===== config.mk =====
export PLATFORM = sky130hd
export DESIGN_NAME = cprv_lsu_flat
export DESIGN_NICKNAME = d
export VERILOG_FILES = /design/src/rtl/cprv_pkg.sv /design/src/rtl/cprv_mem_if.sv /design/src/rtl/cprv_load_align.sv /design/src/rtl/cprv_lsu.sv /design/src/flat_wrapper.sv
export SDC_FILE = /design/constraint.sdc
export NUM_CORES = 1
export LEC_CHECK = 0
export CORE_AREA = 2 2 189 191
export CTS_CLUSTER_SIZE = 16
export DETAILED_ROUTE_END_ITERATION = 7
export DIE_AREA = 0 0 191 193
export PLACE_DENSITY = 0.84
export SLEW_MARGIN = 40
export SYNTH_ARGS = -nofsm -noshare
export SYNTH_HDL_FRONTEND = slang
export SYNTH_HIERARCHICAL = 1
export SYNTH_SLANG_ARGS = --single-unit

===== constraint.sdc =====
create_clock -name clk -period 2.15 [get_ports clk]
set_clock_uncertainty 0.1 [all_clocks]
set_input_delay 0.43 -clock clk [delete_from_list [all_inputs] [get_ports clk]]
set_output_delay 0.43 -clock clk [all_outputs]
set_load 0.02 [all_outputs]

===== src/rtl/cprv_pkg.sv =====
// Shared types and constants for the cprv load/store unit: opcodes, funct3
// encodings, access sizes, exception causes and the alignment helper.
package cprv_pkg;

  localparam int DATA_WIDTH_DEF    = 64;
  localparam int REGADDR_WIDTH_DEF = 5;

  localparam logic [6:0] OPC_LOAD  = 7'b0000011;
  localparam logic [6:0] OPC_STORE = 7'b0100011;

  localparam logic [2:0] F3_LB  = 3'b000;
  localparam logic [2:0] F3_LH  = 3'b001;
  localparam logic [2:0] F3_LW  = 3'b010;
  localparam logic [2:0] F3_LD  = 3'b011;
  localparam logic [2:0] F3_LBU = 3'b100;
  localparam logic [2:0] F3_LHU = 3'b101;
  localparam logic [2:0] F3_LWU = 3'b110;
  localparam logic [2:0] F3_SB  = 3'b000;
  localparam logic [2:0] F3_SH  = 3'b001;
  localparam logic [2:0] F3_SW  = 3'b010;
  localparam logic [2:0] F3_SD  = 3'b011;

  typedef enum logic [1:0] {
    EXC_LOAD_MISALIGN  = 2'd0,
    EXC_STORE_MISALIGN = 2'd1,
    EXC_ILLEGAL_F3     = 2'd2
  } exc_cause_e;

  typedef enum logic [1:0] {
    SIZE_B = 2'd0,
    SIZE_H = 2'd1,
    SIZE_W = 2'd2,
    SIZE_D = 2'd3
  } size_e;

  typedef enum logic {
    ST_IDLE = 1'b0,
    ST_BUSY = 1'b1
  } state_e;

  // An access is misaligned when any address bit below its natural size is set.
  function automatic logic misaligned(size_e size, logic [2:0] a);
    logic r;
    case (size)
      SIZE_B:  r = 1'b0;
      SIZE_H:  r = a[0];
      SIZE_W:  r = |a[1:0];
      SIZE_D:  r = |a[2:0];
      default: r = 1'b1;
    endcase
    return r;
  endfunction

endpackage


===== src/rtl/cprv_mem_if.sv =====
// Data-bus bundle between the LSU (master) and memory (slave).
interface cprv_mem_if #(
  parameter int DATA_WIDTH = 64,
  parameter int STRB_WIDTH = DATA_WIDTH / 8
);
  logic                  mem_req;
  logic                  mem_we;
  logic [DATA_WIDTH-1:0] mem_addr;
  logic [STRB_WIDTH-1:0] mem_wstrb;
  logic [DATA_WIDTH-1:0] mem_wdata;
  logic                  mem_ack;
  logic [DATA_WIDTH-1:0] mem_rdata;

  modport master (
    output mem_req, mem_we, mem_addr, mem_wstrb, mem_wdata,
    input  mem_ack, mem_rdata
  );

  modport slave (
    input  mem_req, mem_we, mem_addr, mem_wstrb, mem_wdata,
    output mem_ack, mem_rdata
  );
endinterface


===== src/rtl/cprv_load_align.sv =====
// Moves the addressed lane of a read doubleword down to bit 0 and
// sign- or zero-extends it to the full register width.
module cprv_load_align
  import cprv_pkg::*;
#(
  parameter int DATA_WIDTH = DATA_WIDTH_DEF,
  parameter int OFF_W      = $clog2(DATA_WIDTH / 8)
) (
  input  logic [DATA_WIDTH-1:0] rdata_i,
  input  logic [OFF_W-1:0]      offset_i,
  input  size_e                 size_i,
  input  logic                  unsigned_i,
  output logic [DATA_WIDTH-1:0] data_o
);

  logic [DATA_WIDTH-1:0] shifted_s;

  assign shifted_s = rdata_i >> {offset_i, 3'b000};

  always_comb begin
    data_o = shifted_s;
    case (size_i)
      SIZE_B:  data_o = {{(DATA_WIDTH-8){~unsigned_i & shifted_s[7]}},   shifted_s[7:0]};
      SIZE_H:  data_o = {{(DATA_WIDTH-16){~unsigned_i & shifted_s[15]}}, shifted_s[15:0]};
      SIZE_W:  data_o = {{(DATA_WIDTH-32){~unsigned_i & shifted_s[31]}}, shifted_s[31:0]};
      SIZE_D:  data_o = shifted_s;
      default: data_o = shifted_s;
    endcase
  end

endmodule


===== src/rtl/cprv_lsu.sv =====
// Memory-access stage: forwards ALU results to writeback, or runs one
// aligned data-bus transaction for loads/stores, raising exceptions otherwise.
module cprv_lsu
  import cprv_pkg::*;
#(
  parameter int DATA_WIDTH    = DATA_WIDTH_DEF,
  parameter int REGADDR_WIDTH = REGADDR_WIDTH_DEF,
  parameter int STRB_WIDTH    = DATA_WIDTH / 8
) (
  input  logic                     clk,
  input  logic                     rst_n,
  input  logic                     ex_valid,
  output logic                     ex_ready,
  input  logic [6:0]               opcode,
  input  logic [2:0]               funct3,
  input  logic [REGADDR_WIDTH-1:0] rd,
  input  logic [DATA_WIDTH-1:0]    alu_out,
  input  logic [DATA_WIDTH-1:0]    store_data,
  cprv_mem_if.master               mem,
  output logic                     wb_valid,
  output logic                     wb_we,
  output logic [REGADDR_WIDTH-1:0] wb_rd,
  output logic [DATA_WIDTH-1:0]    wb_data,
  output logic                     exc_valid,
  output logic [1:0]               exc_cause,
  output logic [DATA_WIDTH-1:0]    exc_addr
);

  localparam int OFF_W = $clog2(STRB_WIDTH);

  state_e                   state_q, state_d;
  logic                     mem_req_q, mem_req_d, mem_we_q, mem_we_d;
  logic [DATA_WIDTH-1:0]    mem_addr_q, mem_addr_d, mem_wdata_q, mem_wdata_d;
  logic [STRB_WIDTH-1:0]    mem_wstrb_q, mem_wstrb_d;
  logic [OFF_W-1:0]         off_q, off_d;
  size_e                    size_q, size_d;
  logic                     uns_q, uns_d, ld_q, ld_d;
  logic [REGADDR_WIDTH-1:0] rd_q, rd_d, wb_rd_q, wb_rd_d;
  logic                     wb_valid_q, wb_valid_d, wb_we_q, wb_we_d;
  logic [DATA_WIDTH-1:0]    wb_data_q, wb_data_d, exc_addr_q, exc_addr_d;
  logic                     exc_valid_q, exc_valid_d;
  exc_cause_e               exc_cause_q, exc_cause_d;

  logic                  is_load_s, is_store_s, illegal_s, misalign_s, accept_s;
  size_e                 size_s;
  logic [OFF_W-1:0]      off_s;
  logic [STRB_WIDTH-1:0] size_mask_s;
  logic [DATA_WIDTH-1:0] load_data_s;

  // ex_ready is gated by rst_n so it reads 0 throughout reset, not only after the first edge.
  assign ex_ready   = rst_n && (state_q == ST_IDLE);
  assign accept_s   = ex_valid && ex_ready;
  assign is_load_s  = (opcode == OPC_LOAD);
  assign is_store_s = (opcode == OPC_STORE);
  assign size_s     = size_e'(funct3[1:0]);
  assign off_s      = alu_out[OFF_W-1:0];
  assign illegal_s  = (is_load_s && (funct3 == 3'b111)) || (is_store_s && funct3[2]);
  assign misalign_s = misaligned(size_s, alu_out[2:0]);

  always_comb begin
    size_mask_s = '0;
    case (size_s)
      SIZE_B:  size_mask_s = STRB_WIDTH'(8'h01);
      SIZE_H:  size_mask_s = STRB_WIDTH'(8'h03);
      SIZE_W:  size_mask_s = STRB_WIDTH'(8'h0F);
      SIZE_D:  size_mask_s = STRB_WIDTH'(8'hFF);
      default: size_mask_s = '0;
    endcase
  end

  cprv_load_align #(.DATA_WIDTH(DATA_WIDTH), .OFF_W(OFF_W)) u_align (
    .rdata_i    (mem.mem_rdata),
    .offset_i   (off_q),
    .size_i     (size_q),
    .unsigned_i (uns_q),
    .data_o     (load_data_s)
  );

  always_comb begin
    state_d     = state_q;
    mem_req_d   = mem_req_q;
    mem_we_d    = mem_we_q;
    mem_addr_d  = mem_addr_q;
    mem_wstrb_d = mem_wstrb_q;
    mem_wdata_d = mem_wdata_q;
    off_d       = off_q;
    size_d      = size_q;
    uns_d       = uns_q;
    ld_d        = ld_q;
    rd_d        = rd_q;
    wb_valid_d  = 1'b0;
    wb_we_d     = 1'b0;
    wb_rd_d     = wb_rd_q;
    wb_data_d   = wb_data_q;
    exc_valid_d = 1'b0;
    exc_cause_d = exc_cause_q;
    exc_addr_d  = exc_addr_q;
    case (state_q)
      ST_IDLE: begin
        if (!accept_s) begin
          state_d = ST_IDLE;
        end else if (!is_load_s && !is_store_s) begin
          wb_valid_d = 1'b1;
          wb_we_d    = (rd != '0);
          wb_rd_d    = rd;
          wb_data_d  = alu_out;
        end else if (illegal_s || misalign_s) begin
          // Illegal funct3 outranks misalignment when both apply.
          exc_valid_d = 1'b1;
          exc_addr_d  = alu_out;
          if (illegal_s) begin
            exc_cause_d = EXC_ILLEGAL_F3;
          end else begin
            exc_cause_d = is_load_s ? EXC_LOAD_MISALIGN : EXC_STORE_MISALIGN;
          end
        end else begin
          state_d     = ST_BUSY;
          mem_req_d   = 1'b1;
          mem_we_d    = is_store_s;
          mem_addr_d  = {alu_out[DATA_WIDTH-1:OFF_W], {OFF_W{1'b0}}};
          mem_wstrb_d = is_store_s ? (size_mask_s << off_s) : '0;
          mem_wdata_d = is_store_s ? (store_data << {off_s, 3'b000}) : '0;
          off_d       = off_s;
          size_d      = size_s;
          uns_d       = funct3[2];
          ld_d        = is_load_s;
          rd_d        = rd;
        end
      end
      ST_BUSY: begin
        if (mem.mem_ack) begin
          state_d    = ST_IDLE;
          mem_req_d  = 1'b0;
          wb_valid_d = 1'b1;
          wb_rd_d    = rd_q;
          wb_we_d    = ld_q && (rd_q != '0);
          wb_data_d  = ld_q ? load_data_s : '0;
        end else begin
          state_d = ST_BUSY;
        end
      end
      default: begin
        state_d   = ST_IDLE;
        mem_req_d = 1'b0;
      end
    endcase
  end

  // State and output registers, cleared by the synchronous reset.
  always_ff @(posedge clk) begin
    if (!rst_n) begin
      state_q     <= ST_IDLE;
      mem_req_q   <= 1'b0;
      mem_we_q    <= 1'b0;
      mem_addr_q  <= '0;
      mem_wstrb_q <= '0;
      mem_wdata_q <= '0;
      off_q       <= '0;
      size_q      <= SIZE_B;
      uns_q       <= 1'b0;
      ld_q        <= 1'b0;
      rd_q        <= '0;
      wb_valid_q  <= 1'b0;
      wb_we_q     <= 1'b0;
      wb_rd_q     <= '0;
      wb_data_q   <= '0;
      exc_valid_q <= 1'b0;
      exc_cause_q <= EXC_LOAD_MISALIGN;
      exc_addr_q  <= '0;
    end else begin
      state_q     <= state_d;
      mem_req_q   <= mem_req_d;
      mem_we_q    <= mem_we_d;
      mem_addr_q  <= mem_addr_d;
      mem_wstrb_q <= mem_wstrb_d;
      mem_wdata_q <= mem_wdata_d;
      off_q       <= off_d;
      size_q      <= size_d;
      uns_q       <= uns_d;
      ld_q        <= ld_d;
      rd_q        <= rd_d;
      wb_valid_q  <= wb_valid_d;
      wb_we_q     <= wb_we_d;
      wb_rd_q     <= wb_rd_d;
      wb_data_q   <= wb_data_d;
      exc_valid_q <= exc_valid_d;
      exc_cause_q <= exc_cause_d;
      exc_addr_q  <= exc_addr_d;
    end
  end

  assign mem.mem_req   = mem_req_q;
  assign mem.mem_we    = mem_we_q;
  assign mem.mem_addr  = mem_addr_q;
  assign mem.mem_wstrb = mem_wstrb_q;
  assign mem.mem_wdata = mem_wdata_q;
  assign wb_valid      = wb_valid_q;
  assign wb_we         = wb_we_q;
  assign wb_rd         = wb_rd_q;
  assign wb_data       = wb_data_q;
  assign exc_valid     = exc_valid_q;
  assign exc_cause     = exc_cause_q;
  assign exc_addr      = exc_addr_q;

endmodule


===== src/flat_wrapper.sv =====
// flat-port wrapper written by rule: the top's interface ports become plain ports
module cprv_lsu_flat import cprv_pkg::*;
#(
  parameter int DATA_WIDTH    = DATA_WIDTH_DEF,
  parameter int REGADDR_WIDTH = REGADDR_WIDTH_DEF,
  parameter int STRB_WIDTH    = DATA_WIDTH / 8
)
  (clk, rst_n, ex_valid, ex_ready, opcode, funct3, rd, alu_out, store_data, wb_valid, wb_we, wb_rd, wb_data, exc_valid, exc_cause, exc_addr, mem_mem_req, mem_mem_we, mem_mem_addr, mem_mem_wstrb, mem_mem_wdata, mem_mem_ack, mem_mem_rdata);
  cprv_mem_if #(.DATA_WIDTH(DATA_WIDTH), .STRB_WIDTH(STRB_WIDTH)) mem_i ();
  input  logic clk;
  input  logic rst_n;
  input  logic ex_valid;
  output logic ex_ready;
  input  logic [6:0] opcode;
  input  logic [2:0] funct3;
  input  logic [REGADDR_WIDTH-1:0] rd;
  input  logic [DATA_WIDTH-1:0] alu_out;
  input  logic [DATA_WIDTH-1:0] store_data;
  output logic wb_valid;
  output logic wb_we;
  output logic [REGADDR_WIDTH-1:0] wb_rd;
  output logic [DATA_WIDTH-1:0] wb_data;
  output logic exc_valid;
  output logic [1:0] exc_cause;
  output logic [DATA_WIDTH-1:0] exc_addr;
  output wire logic [$bits(mem_i.mem_req)-1:0] mem_mem_req;
  output wire logic [$bits(mem_i.mem_we)-1:0] mem_mem_we;
  output wire logic [$bits(mem_i.mem_addr)-1:0] mem_mem_addr;
  output wire logic [$bits(mem_i.mem_wstrb)-1:0] mem_mem_wstrb;
  output wire logic [$bits(mem_i.mem_wdata)-1:0] mem_mem_wdata;
  input wire logic [$bits(mem_i.mem_ack)-1:0] mem_mem_ack;
  input wire logic [$bits(mem_i.mem_rdata)-1:0] mem_mem_rdata;
  assign mem_mem_req = mem_i.mem_req;
  assign mem_mem_we = mem_i.mem_we;
  assign mem_mem_addr = mem_i.mem_addr;
  assign mem_mem_wstrb = mem_i.mem_wstrb;
  assign mem_mem_wdata = mem_i.mem_wdata;
  assign mem_i.mem_ack = mem_mem_ack;
  assign mem_i.mem_rdata = mem_mem_rdata;
  cprv_lsu #(.DATA_WIDTH(DATA_WIDTH), .REGADDR_WIDTH(REGADDR_WIDTH), .STRB_WIDTH(STRB_WIDTH)) u_core (.clk(clk), .rst_n(rst_n), .ex_valid(ex_valid), .ex_ready(ex_ready), .opcode(opcode), .funct3(funct3), .rd(rd), .alu_out(alu_out), .store_data(store_data), .mem(mem_i), .wb_valid(wb_valid), .wb_we(wb_we), .wb_rd(wb_rd), .wb_data(wb_data), .exc_valid(exc_valid), .exc_cause(exc_cause), .exc_addr(exc_addr));
endmodule

# ---- Word-level counts from Yosys, hierarchy flattened
# Cells that the tools add are included.
dict set report op_classes {
  n_eq_ne 14
  shifts 3
  mux 35
  n_bitwise 9
  reduce_logical 21
}
# cell count
set op_table {}
lappend op_table {{$mux 64} 5}
lappend op_table {{$pmux 64 s4} 1}
lappend op_table {{$pmux 64 s2} 1}
lappend op_table {{$shl 64x6->64} 1}
lappend op_table {{$shr 64x6->64} 1}
lappend op_table {{$pmux 8 s4} 1}
lappend op_table {{$mux 1} 16}
lappend op_table {{$mux 5} 3}
lappend op_table {{$reduce_and 4->1} 3}
lappend op_table {{$pmux 5 s2} 1}
lappend op_table {{$reduce_bool 5->1} 2}
lappend op_table {{$eq 2x2->1 const B} 4}
lappend op_table {{$mux 8} 1}
lappend op_table {{$ne 2x2->1 const B} 4}
lappend op_table {{$pmux 1 s2} 4}
lappend op_table {{$shl 8x3->8} 1}
lappend op_table {{$eq 7x2->1 const B} 1}
lappend op_table {{$eq 7x6->1 const B} 1}
lappend op_table {{$logic_and 1x1->1} 6}
lappend op_table {{$not 1->1} 6}
lappend op_table {{$eq 2x1->1 const B} 2}
lappend op_table {{$logic_not 2->1} 2}
lappend op_table {{$pmux 1 s4} 1}
lappend op_table {{$reduce_or 4->1} 1}
lappend op_table {{9 further kinds} 13}
dict set report word_totals {
  reg_bits 286
  in_bits 211
  out_inout_bits 277
}

# ---- Longest topological paths before layout
dict set report logic_depth {
  word_depth 8
  depth_mapped 10
  mapped_depth_nobuf 7
}

# ---- By module
# The synthesis kept the hierarchy.
# module instances cells_each area_per_inst_um2
set modules_own_cells {}
lappend modules_own_cells {cprv_lsu 1 1455 13057.5}
lappend modules_own_cells {cprv_load_align 1 258 2543.7}

# ---- Worst setup path before layout
# OpenSTA, ideal clock, no wires.
dict set report synth_timing {
  kind {reg-to-reg}
  startpoint {register u_core.off_q[0]}
  endpoint {register u_core.wb_data_q[3] (netlist: u_core/wb_data[3])}
  setup_time_ns 0.116
  arrival_time_ns 1.719
  slack_ns 0.215
  path_stages_with_launch 8
  path_buffers 2
  synth_period_minus_slack_ns 1.935
  path_cell_list {dfxtp_1 buf_6 buf_6 mux4_2 mux2_2 a21oi_1 o21ai_0 o211a_1}
}
dict set report synth_between {
  elab_chain_cells 5
}
# item line
set synth_rtl {}
lappend synth_rtl {{from (decl)} cprv_lsu.sv:35} ;# logic [OFF_W-1:0] off_q, off_d;
lappend synth_rtl {{from (signal assigned)} cprv_lsu.sv:158} ;# off_q <= '0;
lappend synth_rtl {{from (signal assigned)} cprv_lsu.sv:177} ;# off_q <= off_d;
lappend synth_rtl {{$shr 64x6->64} cprv_load_align.sv:18} ;# assign shifted_s = rdata_i >> {offset_i, 3'b000};
lappend synth_rtl {{$pmux 64 s4} cprv_load_align.sv:22} ;# case (size_i)
lappend synth_rtl {{named net u_core.load_data_s[3]} cprv_lsu.sv:48} ;# logic [DATA_WIDTH-1:0] load_data_s;
lappend synth_rtl {{$mux 64} cprv_lsu.sv:137} ;# wb_data_d = ld_q ? load_data_s : '0;
lappend synth_rtl {{$mux 64} cprv_lsu.sv:131} ;# if (mem.mem_ack) begin
lappend synth_rtl {{$pmux 64 s2} cprv_lsu.sv:98} ;# case (state_q)
lappend synth_rtl {{to (signal assigned)} cprv_lsu.sv:185} ;# wb_data_q <= wb_data_d;
lappend synth_rtl {{to (decl)} cprv_lsu.sv:40} ;# logic [DATA_WIDTH-1:0] wb_data_q, wb_data_d, exc_addr_q, exc_addr_d;
# The timed path passes the listed nets, and every way through them passes these cells. The select of a mux whose other input is x is not followed.
# A chain may end at the register's enable or synchronous reset.

# ---- Worst setup path after layout
dict set report layout_timing {
  startpoint {register u_core.off_q[1]}
  endpoint {register u_core.wb_data_q[54] (netlist: u_core/wb_data[54])}
}
dict set report layout_between {
  elab_chain_cells 6
  word_cells_on_any_way 8
  classes_between {shift: 1; mux: 4; bitwise: 3}
}
# item line
set layout_rtl {}
lappend layout_rtl {{$shr 64x6->64 (*)} cprv_load_align.sv:18}
lappend layout_rtl {{$and 1x1->1 (on tied branches)} {cprv_load_align.sv:25, cprv_load_align.sv:23, cprv_load_align.sv:24}}
lappend layout_rtl {{$pmux 64 s4 (*)} cprv_load_align.sv:22}
lappend layout_rtl {{named net u_core.load_data_s[54]} cprv_lsu.sv:48}
lappend layout_rtl {{$mux 64 (*)} cprv_lsu.sv:137}
lappend layout_rtl {{$mux 64 (*)} cprv_lsu.sv:131}
lappend layout_rtl {{$pmux 64 s2 (*)} cprv_lsu.sv:98}
# Mark *: on every way through the listed nets, which the timed path passes. The rest lies on a longest branch. The select of a mux whose other input is x is not followed.

==> reports/metrics.cfg <==
[cts]
clk_latency_ns = 0.58
cts_htree_levels = 1
cts.sinks = 286
cts_buffer_depth = 3
cts_tree = built
path_clk_slew_ns = 0.06
cts-root-buf = clkbuf_16
numCtsBuffers = 31

[sta]
slew_viol_final = 0
rsz0062_at_grt = true
period_share_pct = 107
fin_ws_ns = -0.143
fmax_ghz = 0.436
relSlewSlack_pct = 50.6
holdWs_ns = 0.256
period_needed_ns = 2.29
final-setup-viol-count = 28
worst_slew_pin_slew_ns = 0.740
finalHoldViolations = 0

[worst_setup_path]
crit_path_end = u_core/wb_data[54]
critPathMaxStageDelay_ns = 0.42
startpoint_type = register
crit_type = reg2reg
crit_required_ns = 2.52
reg2reg_from = u_core/off_q[1]
crit_family = compound AO/OA/AOI/OAI gates
path_max_fanout = 7
critPathBufInv = 3
startpoint = u_core/off_q[1]
ff2ff_setup_slack_ns = -0.14
cp.arrival_ns = 2.66
crit_path_end_kind = register
critical_path.cell_chain = buf_8 > mux2_4 > o2111ai_4 > buf_6 > buf_12 > nand4_2 > a21oi_2 > o21ai_1 > o211a_1
r2r_cells = 9
rr_endpoint = u_core/wb_data[54]
slowest_stage = dfxtp_4
worst-path-stages = 9

[floorplanning]
rows = 69
chipWidth_um = 191
start_util_pct = 44.6
dieArea_mm2 = 0.0369
io_pins = 488
core-area_mm2 = 0.0350
die_y_um = 193

[placement]
dp_hpwl_mm = 50.6
gp_congestion = 0.961
pre_cts_ws_ns = -0.474
io_buffers = 484
placed_cell_area_mm2 = 0.0223

[logic_synthesis]
synth_xor_area_share_pct = 0
synth-compound-area-share_pct = 23.3
synth_top_area_share_pct = 36.7
synth_most_common_cell = dfxtp_1
yosys_warnings = 6
async_flop_share_pct = 0
synth.area.top_cells = dfxtp_1 (37%), mux2i_1 (11%), o21ai_0 (5.5%)
synth_top_family_by_area = compound AO/OA/AOI/OAI gates
yosys_most_used_dff = dfxtp_1
ys_seq_elements = 286
ys_types = 68
synthCells = 1713
synth-simple-area-share_pct = 15.9
synth_edf_count = 0
yosysTopAreaCell = dfxtp_1
synthAdderAreaFrac_pct = 0
synthMuxAreaShare_pct = 17.6
postSynthAreaPerCell_um2 = 9.11
netlist_top_cells_count = dfxtp_1 (286), nand2_1 (188), o21ai_0 (171), mux2i_1 (165), a21oi_1 (136)
syn_area_mm2 = 0.0156
seq_area_frac_synth_pct = 36.7

[cells_and_area]
drive_gt1_share_pct = 19.4
design_area_mm2 = 0.0239
syn_to_final_growth_pct = 53.3
num-fill-cells = 2713
fin_nets = 2491

[global_routing]
globalRoute.totalOverflow = 0
first_global_vias = 16400
grt_usage_pct = 35.2
antenna_found_initial = 0
grt_max_degree = 156
grt_pass1_wl_mm = 99.4

[pwr]
p_sw_share_pct = 27.0
p_per_area_mw_per_mm2 = 548
p_clk_share_pct = 40.4
p_int_uw = 9570
power.net_switching_uw = 3540
p_seq_share_pct = 41.6
pwr-share-comb_pct = 18.0
ir_drop_mv = 0.607
p_leak_uw = 0.0103

[routing]
wl_per_cell_um = 24.9
drtPass1Iterations = 5
first_iter_violations = 1470
dr_total_vias = 16800
post_drt_via_cell_ratio = 6.09
routed_wl_mm = 68.6
antenna_left = 0
drt_drc_violations_left = 0

[outcome]
status = complete, but fails checks
violations = setup timing

[min_path]
hp-class = in2reg

[run]
max-cap-violations = 0

==> repair_timing <==
item | CTS | global route
pin swaps | 3 | 11
hold buffers | 0 | 0
gates resized for setup | 37 | 85
setup endpoints to repair | 68 | 79
setup buffers | 5 | 7
gates cloned | 2 | 8
==> state kept, by name, indices dropped and copies added, names as in the netlist, 2 cells and up <==
name / cells
u_core/off_q: 3
u_core/mem.mem_addr: 61
u_core/wb_data: 64
u_core/exc_cause: 2
u_core/mem.mem_wdata: 64
u_core/size_q: 2
u_core/mem.mem_wstrb: 8
u_core/wb_rd: 5
u_core/rd_q: 5
u_core/exc_addr: 64
==> worst min-delay path by stage <==
stage               slack (ns)  cells past startpoint                        to                     from
global placement          0.34                      1   u_core/mem.mem_wstrb[0]  u_core/mem.mem_wstrb[0]
finish                    0.26                      3  u_core/mem.mem_wdata[12]               alu_out[1]
detailed placement        0.35                      2   u_core/mem.mem_addr[63]  u_core/mem.mem_addr[63]
CTS                       0.23                      3  u_core/mem.mem_wdata[12]               alu_out[1]
floorplan                 0.34                      2            u_core/rd_q[0]           u_core/rd_q[0]
global route              0.26                      3  u_core/mem.mem_wdata[12]               alu_out[1]
==> metal layers <==
metal	global-route usage [%]	up-vias	routed length [µm]
met5	0	-	0
met4	22.0	0	4910
met3	8.40	242	7060
met2	58.5	1043	31800
met1	41.0	8084	24800
li1	-	7457	-
==> metrics by stage <==
| stage | setup TNS [ns] | power, µW | utilization [%] | cells |
|---|---|---|---|---|
| 2_1_floorplan | 0 | 6520 | - | 1715 |
| 3_3_place_gp | -74.65 | 7810 | 63.6 | 2686 |
| 3_5_place_dp | -88.33 | 7830 | 63.7 | 2686 |
| 4_1_cts | -0.0764 | 13100 | 67.0 | 2745 |
| 5_1_grt | -4.61 | 13500 | 68.4 | 2760 |
| 6_report | -1.14 | 13100 | 68.4 | 2761 |
==> worst register-to-register path, stage by stage, from the launching register on <==
cell	delay, ns
dfxtp_4	0.42
buf_8	0.15
mux2_4	0.32
o2111ai_4	0.31
buf_6	0.20
buf_12	0.14
nand4_2	0.11
a21oi_2	0.18
o21ai_1	0.11
o211a_1	0.15
==> kinds of logic (layout without fill, tap and decap cells) <==
logic type / Yosys count / count (layout)
buffers and inverters: 203 / 787
AO/OA/AOI/OAI: 539 / 539
other: 1 / 4
multiplexers: 226 / 226
flip-flops: 286 / 286
AND/OR/NAND/NOR: 458 / 458
==> cell type report <==
type	instances	area, µm²	share of cell area [%]
diodes	1	2.50	0.0105
clock buffers	37	808	3.38
clock inverters	15	169	0.706
inverters	7	26.3	0.110
multi-input cells	1226	9140	38.2
flip-flops and latches	286	5740	24.0
well taps	461	577	2.41
repair buffers	728	7450	31.2
==> cell usage in the layout (no fill, tap or decap), types with 6 or more instances in the layout <==
cell / synthesis / final
clkdlybuf4s50_1: 0 / 448
dfxtp_1: 286 / 283
nand2_1: 188 / 188
buf_4: 10 / 183
mux2i_1: 165 / 158
o21ai_0: 171 / 139
a21oi_1: 136 / 125
nand3_1: 85 / 80
nor2b_1: 72 / 71
o211a_1: 70 / 70
buf_12: 0 / 42
o21ai_1: 8 / 40
clkbuf_16: 0 / 39
o2bb2ai_1: 39 / 38
mux4_2: 35 / 35
a22oi_1: 29 / 28
nand4_2: 25 / 23
dlymetal6s2s_1: 0 / 17
a22o_1: 17 / 17
nand4_1: 17 / 17
dlygate4sd2_1: 0 / 16
nand3_2: 10 / 15
mux2_2: 16 / 13
nor2_1: 11 / 11
a21oi_2: 1 / 11
o22ai_1: 10 / 10
o211ai_1: 10 / 10
nor4_1: 9 / 9
a32o_1: 8 / 8
a2bb2oi_1: 8 / 8
a31o_2: 8 / 8
mux2_1: 8 / 8
buf_6: 17 / 7
nand2b_1: 7 / 7
o41ai_2: 7 / 7
clkinv_2: 0 / 6
and2_1: 8 / 6
inv_1: 7 / 6
nor3_1: 7 / 6
==> power by group through the flow <==
stage / Sequential (µW) / Clock (µW) / Combinational, µW
after floorplan: 5670 / 0 / 858
after global placement: 5570 / 0 / 2240
after detailed placement: 5570 / 0 / 2260
after CTS: 5450 / 5360 / 2290
after global routing: 5460 / 5550 / 2470
final: 5450 / 5290 / 2370
Note: power is estimated with default switching activity, not from simulation.
